**config.mk**
```make
export PLATFORM = sky130hd
export DESIGN_NAME = uart_frame_tx
export DESIGN_NICKNAME = d
export VERILOG_FILES = /design/src/rtl/uart_frame_tx.sv
export SDC_FILE = /design/constraint.sdc
export NUM_CORES = 1
export LEC_CHECK = 0
export CORE_MARGIN = 2
export CORE_UTILIZATION = 45
export CTS_CLUSTER_DIAMETER = 100
export DETAILED_ROUTE_END_ITERATION = 8
export PLACE_DENSITY = 0.74
export SYNTH_ARGS = -nofsm -noshare
export SYNTH_HDL_FRONTEND = slang
export SYNTH_SLANG_ARGS = --single-unit
```
**constraint.sdc**
```tcl
create_clock -name clk -period 3.6 [get_ports clk]
set_input_delay 0.36 -clock clk [delete_from_list [all_inputs] [get_ports clk]]
set_output_delay 0.36 -clock clk [all_outputs]
set_load 0.1 [all_outputs]
```
**src/rtl/uart_frame_tx.sv**
```systemverilog
// 8N1 UART transmitter sending a fixed 6-byte frame per accepted word:
// two header bytes, then the 32-bit word MSB byte first.
module uart_frame_tx #(
    parameter int unsigned CLKS_PER_BIT = 868,
    parameter logic [7:0]  HDR_BYTE     = 8'hFF
) (
    input  logic        clk,
    input  logic        rst,
    input  logic [31:0] data_in,
    input  logic        data_valid,
    output logic        ready,
    output logic        tx,
    output logic        busy
);

    typedef enum logic [1:0] {
        IDLE,
        START,
        DATA,
        STOP
    } state_t;

    localparam logic [15:0] LP_BAUD_LAST = 16'(CLKS_PER_BIT - 1);
    localparam logic [2:0]  LP_LAST_BYTE = 3'd5;
    localparam logic [2:0]  LP_LAST_BIT  = 3'd7;

    state_t      r_state;
    logic [15:0] r_baud;
    logic [2:0]  r_bit_idx;
    logic [2:0]  r_byte_idx;
    logic [31:0] r_hold;
    logic [7:0]  r_shift;
    logic        r_tx;
    logic        r_ready;
    logic        r_busy;

    logic        w_bit_end;
    logic        w_accept;

    // Byte n of the frame: header twice, then the held word MSB byte first.
    function automatic logic [7:0] frame_byte(input logic [2:0] idx, input logic [31:0] word);
        case (idx)
            3'd0, 3'd1: frame_byte = HDR_BYTE;
            3'd2:       frame_byte = word[31:24];
            3'd3:       frame_byte = word[23:16];
            3'd4:       frame_byte = word[15:8];
            default:    frame_byte = word[7:0];
        endcase
    endfunction

    assign w_bit_end = (r_baud == LP_BAUD_LAST);
    assign w_accept  = data_valid & r_ready;

    always_ff @(posedge clk or posedge rst) begin
        if (rst) begin
            r_state    <= IDLE;
            r_baud     <= '0;
            r_bit_idx  <= '0;
            r_byte_idx <= '0;
            r_hold     <= '0;
            r_shift    <= '0;
            r_tx       <= 1'b1;
            r_ready    <= 1'b1;
            r_busy     <= 1'b0;
        end else begin
            case (r_state)
                IDLE: begin
                    r_baud     <= '0;
                    r_bit_idx  <= '0;
                    r_byte_idx <= '0;
                    r_tx       <= 1'b1;
                    if (w_accept) begin
                        r_hold  <= data_in;
                        r_shift <= HDR_BYTE;
                        r_tx    <= 1'b0;
                        r_ready <= 1'b0;
                        r_busy  <= 1'b1;
                        r_state <= START;
                    end
                end
                START: begin
                    if (w_bit_end) begin
                        r_baud    <= '0;
                        r_tx      <= r_shift[0];
                        r_shift   <= {1'b0, r_shift[7:1]};
                        r_bit_idx <= '0;
                        r_state   <= DATA;
                    end else begin
                        r_baud <= r_baud + 16'd1;
                    end
                end
                DATA: begin
                    // Bit 0 went out at the end of START, so bit_idx counts bits already on the line.
                    if (w_bit_end) begin
                        r_baud <= '0;
                        if (r_bit_idx == LP_LAST_BIT) begin
                            r_tx    <= 1'b1;
                            r_state <= STOP;
                        end else begin
                            r_tx      <= r_shift[0];
                            r_shift   <= {1'b0, r_shift[7:1]};
                            r_bit_idx <= r_bit_idx + 3'd1;
                        end
                    end else begin
                        r_baud <= r_baud + 16'd1;
                    end
                end
                STOP: begin
                    if (w_bit_end) begin
                        r_baud    <= '0;
                        r_bit_idx <= '0;
                        if (r_byte_idx < LP_LAST_BYTE) begin
                            r_byte_idx <= r_byte_idx + 3'd1;
                            r_shift    <= frame_byte(r_byte_idx + 3'd1, r_hold);
                            r_tx       <= 1'b0;
                            r_state    <= START;
                        end else begin
                            r_byte_idx <= '0;
                            r_ready    <= 1'b1;
                            r_busy     <= 1'b0;
                            r_state    <= IDLE;
                        end
                    end else begin
                        r_baud <= r_baud + 16'd1;
                    end
                end
                default: begin
                    r_state <= IDLE;
                end
            endcase
        end
    end

    assign tx    = r_tx;
    assign ready = r_ready;
    assign busy  = r_busy;

endmodule

```
---- Word level (Yosys, flattened, before mapping) ----
Cells that the tools add are included.
storage, ports and cells
  bits in registers ....................... 67
  bits in latches ......................... 0
  memory bits (writable) .................. 0
  ROM bits ................................ 0
  input port bits ......................... 35
  output and inout bits ................... 3
  memories ................................ 0
operators by class
  add/subtract/negate cells ............... 3
  multipliers ............................. 0
  divide/modulo/power cells ............... 0
  magnitude comparators ................... 1
  eq/ne operators ......................... 18
  shift operators ......................... 0
  muxes and demuxes ....................... 39
  bitwise gates (word level) .............. 1
  reductions and logical operators ........ 13
operators by type and width
  cell                                             number
  one-hot mux 8 bit (4 select lines)               2
  2-to-1 mux 8 bit                                 6
  one-hot mux 16 bit (2 select lines)              1
  adder 16 x 1 -> 16 bit, second input constant    1
  == test 16 x 10 -> 1 bit, second input constant  1
  2-to-1 mux 16 bit                                1
  inequality test 2 bit, second input constant     8
  2-to-1 mux 3 bit                                 5
  2-to-1 mux 1 bit                                 13
  2-to-1 mux 2 bit                                 5
  one-hot mux 3 bit (3 select lines)               1
  one-hot mux 2 bit (4 select lines)               1
  AND reduction 4 bit                              2
  adder 3 x 1 -> 3 bit, second input constant      2
  == test 3 x 2 -> 1 bit, second input constant    2
  == test 3 bit, second input constant             2
  one-hot mux 3 bit (2 select lines)               1
  AND reduction 6 bit                              1
  AND reduction 5 bit                              1
  == test 2 bit, second input constant             2
  one-hot mux 1 bit (2 select lines)               2
  one-hot mux 1 bit (4 select lines)               1
  AND reduction 2 bit                              2
  OR reduction 2 bit                               2
  other kinds (10)                                 10

---- Longest topological paths before layout ----
Gate-level depths: netlist of run 1.
  depth after elaboration ................. 7
  gate-level depth with buffers ........... 8
  depth with buffers taken out ............ 7

---- Worst setup path after synthesis of run 1 ----
No wires, ideal clock.
  kind .................................... register -> register
  start point ............................. register r_ready, in the netlist ready
  end point ............................... register r_shift[0]
  library setup time ...................... 0.125 ns
  data arrival time ....................... 2.076 ns
  path slack .............................. 1.399 ns
  stages on the path, launching flop included .. 5
  buffers on the path ..................... 0
  period minus slack after synthesis ...... 2.201 ns
  cell sequence ........................... dfstp_2 > a21boi_0 > o21bai_1 > nor3b_4 > mux2_2
on the way
  word-level cells in the longest chain between the ends .. 3
ends and longest elaborated chain
  what                             line  text
  from (decl)                      34    logic r_ready;
  from (signal assigned)           63    r_ready <= 1'b1;
  from (signal assigned)           76    r_ready <= 1'b0;
  from (signal assigned)           119   r_ready <= 1'b1;
  bitwise AND 1 bit                52    assign w_accept = data_valid & r_ready;
  inequality test 2 bit (no line)  n/a
  AND reduction 6 bit (no line)    n/a
  to (signal assigned)             85    r_shift <= {1'b0, r_shift[7:1]};
  to (signal assigned)             101   r_shift <= {1'b0, r_shift[7:1]};
  to (signal assigned)             114   r_shift <= frame_byte(r_byte_idx + 3'd1, r_hold);
  to (decl)                        32    logic [7:0] r_shift;
No other way between the ends.
A chain may end at the register's enable or synchronous reset.

---- Final worst setup path of run 1 ----
  start point ............................. register r_byte_idx[0]
  end point ............................... register r_shift[1]
on the way
  word-level cells in the longest chain between the ends .. 7
  elaborated cells between the ends (all ways) .. 14
ends and longest elaborated chain
  what                                                              line  text
  from (decl)                                                       30    logic [2:0] r_byte_idx;
  from (signal assigned)                                            113   r_byte_idx <= r_byte_idx + 3'd1;
  adder 3 x 1 -> 3 bit                                              114
  == test 3 x 1 -> 1 bit / zero test 3 bit (equally long branches)  42    case (idx)
  OR reduction 2 bit                                                42
  one-hot mux 8 bit (4 select lines)                                42
  2-to-1 mux 8 bit                                                  112   if (r_byte_idx < LP_LAST_BYTE) begin
  2-to-1 mux 8 bit                                                  109   if (w_bit_end) begin
  one-hot mux 8 bit (4 select lines)                                66    case (r_state)
Parallel ways exist; a longest one is shown, timed or not. The select of a mux whose other input is x is not followed.

==> metrics.yaml, run 1 <==
yosys:
  synth_ff_type: "dfrtp_1"
  synth.area.top_cells: "dfrtp_1 (48%), mux2_2 (14%), ha_1 (4.8%)"
  synth-async-reset-ratio_pct: 100.0
  synth_seq_area_share_pct: 49.54
  syn_area_per_cell_um2: 10.93
  synth_warnings: 0
  synth_edf_count: 0
  syn_area_um2: 3390
  yosysTopAreaCell: "dfrtp_1"
  ys_ff_latch: 67
  netlist_top_cells_count: "dfrtp_1 (65), mux2_2 (41), nand2_1 (21), nor2_1 (21), o21ai_0 (17)"
  synth.distinct_cells: 42
  synth_top_area_share_pct: 47.99
  synth.net_count: 358
  synth.most_common_cell: "dfrtp_1"
  synth_cells: 310
die:
  rows: 31
  die_h_um: 90.79
  start_util_pct: 46.48
  dieWidth_um: 90.79
  fp.coreArea_um2: 7292
  die-area_um2: 8243
  num_io_pins: 38
final_layout:
  syn_to_final_growth_pct: 21.08
  antenna_cells: 0
  final_nets: 393
  drive_gt1_share_pct: 19.48
clocking:
  holdBufCountCts: 0
  root_buffer: "clkbuf_8"
  clkLatencyLatePin_ns: 0.34
  clock_path_buffers: 2
  cts_tree: "yes"
  ctsResizeCount: 0
  clk_pin_slew_ns: 0.07
  cts_max_level: 3
  clkSinkCount: 67
  cts_buffers: 9
  postCtsSetupRepairBufs: 0
grt:
  gr-usage-met3_pct: 3.673
  top_usage_layer: "met2"
  track_usage_pct: 17.74
  use_met1_pct: 23.05
  antenna_found_initial: 0
  grt_pass1_wl_um: 11780
  grt_pass1_vias: 2521
  grt_start_max_net_pins: 68
  grt_overflow: 0
  met2_usage_pct: 28.98
pwr:
  power_report.internal_total_mw: 1.281
  pwr-share-comb_pct: 3.5
  swShare_pct: 19.17
  power_frac_seq_pct: 47.5
  p_clk_share_pct: 49.1
  power_density_nw_per_um2: 386.3
  irDropWorstVdd_uv: 360.7
  switchingPower_mw: 0.3040
  power.leakage_nw: 1.853
setup_path:
  cpMostUsedCell: "ha_1"
  end_kind: "flop"
  path_cells: "ha_1, ha_1, a22oi_1, a2111oi_2, a32oi_1, mux2_2"
  cp_top_family: "compound AO/OA/AOI/OAI gates"
  cp.required_ns: 3.82
  cp_slowest_cell: "a2111oi_2"
  slowest_delay_ns: 0.82
  critPathLaunchType: "flop"
  cp_data_arrival_time_ns: 3.01
  critPathLaunch: "r_byte_idx[0]$_DFFE_PP0P_"
  crit_buf_inv: 0
  critPathMaxFanout: 13
  r2r-start: "r_byte_idx[0]$_DFFE_PP0P_"
  path_class: "flop to flop"
route:
  firstDrtPassIters: 4
  antenna_left: 0
  drt_iter0_drc: 136
  drc: 0
  post_drt_wl_per_cell_um: 15.16
  finalWirelength_um: 6793
  avgViaCountPerCell: 5.558
  vias: 2490
sta:
  setup_viol: 0
  finalCritPeriodShare_pct: 77.35
  finalSetupTns_ns: 0
  clock_skew_ns: 0.008998
  worst_pin_slew_ns: 0.9618
  hold_viol_final: 0
  slew_headroom_pct: 35.68
  finalCriticalPeriod_ns: 2.785
  rsz0062_at_grt: "false"
  max_freq_mhz: 359.1
  slew_violations: 0
  whs_ns: 0.3961
placed_design:
  port_buffers: 37
  place_hpwl_um: 4727
  gp_congestion: 0.8407
run_status:
  status: "completed"
hold_path:
  hold_path_class: "input pin to async pin"
job:
  maxCapViolations: 0
-- cells in the final DEF (no fill, tap or decap), drive strengths merged, types with 6 or more instances in the layout --
cell type / n
dfrtp: 65
clkdlybuf4s50: 37
a32oi: 7
ha: 13
a22o: 9
o21ai: 17
a21oi: 14
a22oi: 8
nand3: 12
clkbuf: 11
mux2: 41
xnor2: 7
xor2: 6
nor3: 9
nor2: 22
nand2: 21
inv: 12
-- worst paths after layout --
check / endpoint / cells after the start / slack [ns]
worst max-delay path: r_shift[1]$_DFFE_PP0P_ / 6 / 0.82
worst min-delay path: r_hold[16]$_DFFE_PP0P_ / 3 / 0.40
worst max register to register: r_shift[1]$_DFFE_PP0P_ / 6 / 0.82
worst min register to register: r_hold[6]$_DFFE_PP0P_ / 1 / 0.51
max in group asynchronous: tx$_DFFE_PP1P_ / 3 / 2.86
min in group clk: r_hold[6]$_DFFE_PP0P_ / 1 / 0.51
-- worst min-delay path, cell delays in order --
cell	delay (ns)
clkdlybuf4s50_1	0.41
inv_2	0.07
buf_12	0.30
-- power by group through the flow --
stage | clock, mW | combinational [mW] | sequential, mW
floorplan | 0 | 0.0117 | 0.767
detailed placement | 0 | 0.0563 | 0.767
CTS | 0.789 | 0.0565 | 0.752
global placement | 0 | 0.0564 | 0.767
finish | 0.778 | 0.0548 | 0.752
global route | 0.822 | 0.0608 | 0.752
-- layout make-up --
cell class | count | area (µm²)
Sequential cell | 67 | 1679
Timing Repair Buffer | 40 | 405.4
Tap cell | 99 | 123.9
Fill cell | 649 | 3188
Clock buffer | 11 | 151.4
Inverter | 12 | 45.04
Multi-Input combinational cell | 215 | 1602
Clock inverter | 4 | 97.59
-- stage by stage --
stage | power (mW) | cells | instance area (µm²) | util [%] | setup WS [ns]
6_report | 1.585 | 448 | 4104 | 56.28 | 0.8154
4_1_cts | 1.598 | 448 | 4104 | 56.28 | 0.8292
3_5_place_dp | 0.8231 | 433 | 3855 | 52.87 | 0.8420
5_1_grt | 1.634 | 448 | 4104 | 56.28 | 0.6666
2_1_floorplan | 0.7786 | 310 | 3390 | - | 1.400
3_3_place_gp | 0.8232 | 433 | 3855 | 52.87 | 0.9667
-- cell families (layout without fill, tap and decap cells) --
family                     Yosys count  in the layout  synth area share (%)
and+or+nand+nor                     79             79                 11.41
DFF                                 67             67                 49.54
muxes                               42             42                 13.92
AOI/OAI and AO/OA                   68             68                 13.77
xor gates and xnor gates            13             13                 3.359
buffers and inverters               28             67                 3.211
adders and majority gates           13             13                 4.799
-- sequential cells by signal, summed over array words and instances (netlist names) --
register / flops
r_state: 2
ready: 1
busy: 1
r_bit_idx: 3
tx: 1
r_baud: 16
r_byte_idx: 3
r_hold: 32
r_shift: 8
-- per-layer routing --
| metal | share of wire (%) | routed length [µm] |
|---|---|---|
| met5 | 0 | 0 |
| met1 | 47 | 3178 |
| met3 | 2.6 | 180 |
| met2 | 48 | 3284 |
| met4 | 2.2 | 149 |
Note: power is estimated with default switching activity, not from simulation.
==> inputs of run 2 (changes only) <==
--- a/config.mk
+++ b/config.mk
@@ -9,7 +9,7 @@
 export CORE_UTILIZATION = 45
 export CTS_CLUSTER_DIAMETER = 100
 export DETAILED_ROUTE_END_ITERATION = 8
-export PLACE_DENSITY = 0.74
+export PLACE_DENSITY = 0.77
 export SYNTH_ARGS = -nofsm -noshare
 export SYNTH_HDL_FRONTEND = slang
 export SYNTH_SLANG_ARGS = --single-unit
==> constraint.sdc (replaced) <==
create_clock -name clk -period 2.4 [get_ports clk]
set_input_delay 0.24 -clock clk [delete_from_list [all_inputs] [get_ports clk]]
set_output_delay 0.24 -clock clk [all_outputs]
set_load 0.1 [all_outputs]
==> metrics.yaml, run 2 (synthesized netlist as in run 1, its figures left out) <==
clocking:
  root_buffer: "clkbuf_8"
  cts_max_level: 3  # unchanged
  cts_tree: "yes"
  clkLatencyLatePin_ns: 0.35  # about the same
  clkSinkCount: 67  # unchanged
  cts_buffers: 9  # unchanged
  clock_path_buffers: 2  # unchanged
  clk_pin_slew_ns: 0.08  # about the same
sta:
  clock_skew_ns: 0.01098  # +0.001978 ns
  finalCriticalPeriod_ns: 2.243  # -0.5421 ns
  worst_pin_slew_ns: 0.4945  # -0.4673 ns
  slew_headroom_pct: 67.04  # +31 points
  finalCritPeriodShare_pct: 93.44  # +16 points
  max_freq_mhz: 445.9  # +24%
  slew_violations: 0  # unchanged
  whs_ns: 0.1942  # -0.2019 ns
  setup_viol: 0  # unchanged
  finalSetupTns_ns: 0  # unchanged
  rsz0062_at_grt: "false"
  hold_viol_final: 0  # unchanged
route:
  vias: 2543  # +2.1%
  avgViaCountPerCell: 5.552  # -0.10%
  antenna_left: 0  # unchanged
  drc: 0  # unchanged
  post_drt_wl_per_cell_um: 15.06  # -0.70%
  drt_iter0_drc: 160  # +18%
  firstDrtPassIters: 4  # unchanged
  finalWirelength_um: 6896  # +1.5%
die:
  dieWidth_um: 90.79  # unchanged
  rows: 31  # unchanged
  die-area_um2: 8243  # unchanged
  fp.coreArea_um2: 7292  # unchanged
  die_h_um: 90.79  # unchanged
  num_io_pins: 38  # unchanged
  start_util_pct: 46.48  # unchanged
pwr:
  power_report.internal_total_mw: 1.674  # +31%
  pwr-share-comb_pct: 3.9  # +0.4 points
  power_frac_seq_pct: 51.9  # +4.4 points
  irDropWorstVdd_uv: 390.0  # +8.1%
  p_clk_share_pct: 44.2  # -4.9 points
  finalPower_mw: 2.174  # +37%
  power_density_nw_per_um2: 528.2  # +37%
  switchingPower_mw: 0.4999  # +64%
  power.leakage_nw: 1.876  # +1.3%
  swShare_pct: 23.00  # +3.8 points
setup_path:
  cp.depth: 7  # +1
  cp.required_ns: 2.64  # -1.18 ns
  cp_top_family: "adder cells"
  rr_endpoint: "r_shift[0]$_DFFE_PP0P_"
  cp_slowest_cell: "dfrtp_1"
  path_class: "flop to flop"
  cp_data_arrival_time_ns: 2.48  # -0.53 ns
  cpMostUsedCell: "ha_1"
  critPathLaunchType: "flop"
  crit_buf_inv: 1  # +1
  critPathMaxFanout: 7  # -6
  reg2reg_slack_ns: 0.16  # -0.66 ns
  r2r-start: "r_byte_idx[0]$_DFFE_PP0P_"
  path_cells: "ha_1, ha_1, a22oi_1, a2111oi_2, buf_4, a32oi_1, mux2_2"
  end_kind: "flop"
  rr_worst_depth: 7  # +1
  slowest_delay_ns: 0.44  # -0.38 ns
final_layout:
  top_regs: "r_hold x32, r_baud x16, r_shift x8"
  final_nets: 402  # +2.3%
  largest_register: "r_hold"
  largest_reg_flops: 32  # unchanged
  antenna_cells: 0  # unchanged
  drive_gt1_share_pct: 22.28  # +2.8 points
  layout_common_cells: "dfrtp_1 (65), mux2_2 (41), clkdlybuf4s50_1 (34), nor2_1 (21), nand2_1 (21)"
  layout_commonest_cell: "dfrtp_1"
  syn_to_final_growth_pct: 21.41
grt:
  grt_pass1_wl_um: 11910  # +1.1%
  grt_pass1_vias: 2540  # +0.75%
  track_usage_pct: 17.89  # +0.15 points
  grt_start_max_net_pins: 35  # -49%
  grt_overflow: 0  # unchanged
  antenna_found_initial: 0  # unchanged
placed_design:
  port_buffers: 37  # unchanged
  place_hpwl_um: 4730  # about the same
  gp_congestion: 0.8176  # -2.7%
run_status:
  status: "completed"
job:
  maxCapViolations: 0  # unchanged
hold_path:
  hold_path_class: "input pin to async pin"
## run 2: cell types whose count changed in the layout (fill, tap and decap cells not counted)
cell,previous run,this run
clkbuf_8,11,9
bufinv_16,3,1
buf_4,2,14
clkbuf_1,0,1
clkinv_4,0,1
inv_6,0,3
clkdlybuf4s50_1,37,34
## run 2: metal layers
layer	share of wire [%]	wire length [µm]	GRT usage, %	up-vias
li1	-	-	-	1212
met1	47	3224	24.39	1252
met2	47	3232	28.11	64
met3	4.2	289	2.838	15
met4	2.2	149	8.333	0
met5	0	0	0	-
## run 2: power groups by stage
| stage | Combinational (mW) | Clock [mW] | Sequential, mW |
|---|---|---|---|
| 6_report | 0.0841 | 0.962 | 1.13 |
| 5_1_grt | 0.0928 | 1.02 | 1.13 |
| 4_1_cts | 0.0871 | 0.982 | 1.13 |
| 3_5_place_dp | 0.0867 | 0 | 1.15 |
| 3_3_place_gp | 0.0857 | 0 | 1.15 |
| 2_1_floorplan | 0.0176 | 0 | 1.15 |
## run 2: layout make-up
cell class / instances / area [µm²]
tap: 99 / 123.9
timing repair buffer: 49 / 465.4
multi-input combinational: 215 / 1602
sequential: 67 / 1679
clock inverter: 6 / 72.57
inverter: 12 / 45.04
clock buffer: 10 / 127.6
fill: 610 / 3177
## run 2: worst reg2reg max path, stage by stage, from the launching register on
cell	delay, ns
dfrtp_1	0.44
ha_1	0.26
ha_1	0.39
a22oi_1	0.11
a2111oi_2	0.35
buf_4	0.22
a32oi_1	0.10
mux2_2	0.27
## run 2: per-stage QoR
step           area (µm²)  utilization [%]  cells  worst slack (ns)
4_1_cts              4108            56.33    457            0.1623
3_3_place_gp         3908            53.59    441            0.2632
6_report             4115            56.43    458            0.1575
2_1_floorplan        3390                -    310            0.1995
3_5_place_dp         3908            53.59    441            0.2007
5_1_grt              4115            56.43    458           0.02904
## run 2: worst max-delay path by stage
stage,slack [ns],to,from
floorplan,0.20,r_shift[0]$_DFFE_PP0P_,ready$_DFFE_PP1P_
global placement,0.26,r_shift[0]$_DFFE_PP0P_,r_byte_idx[0]$_DFFE_PP0P_
detailed placement,0.20,r_shift[0]$_DFFE_PP0P_,r_byte_idx[0]$_DFFE_PP0P_
CTS,0.16,r_shift[7]$_DFFE_PP0P_,r_byte_idx[0]$_DFFE_PP0P_
global route,0.03,r_shift[3]$_DFFE_PP0P_,r_byte_idx[0]$_DFFE_PP0P_
finish,0.16,r_shift[0]$_DFFE_PP0P_,r_byte_idx[0]$_DFFE_PP0P_
## run 2: what timing repair did
item / CTS / global route
gates resized for setup: 0 / 0
endpoints found under the setup margin: 0 / 1
setup buffers: 0 / 1
hold buffers: 0 / 0
==> inputs of run 3 (changes only) <==
--- a/config.mk
+++ b/config.mk
@@ -10,6 +10,7 @@
 export CTS_CLUSTER_DIAMETER = 100
 export DETAILED_ROUTE_END_ITERATION = 8
 export PLACE_DENSITY = 0.77
+export SETUP_SLACK_MARGIN = 0.02
 export SYNTH_ARGS = -nofsm -noshare
 export SYNTH_HDL_FRONTEND = slang
 export SYNTH_SLANG_ARGS = --single-unit
==> results of run 3 <==
Same layout as run 2: the final DEF is identical, and so are final timing and power.
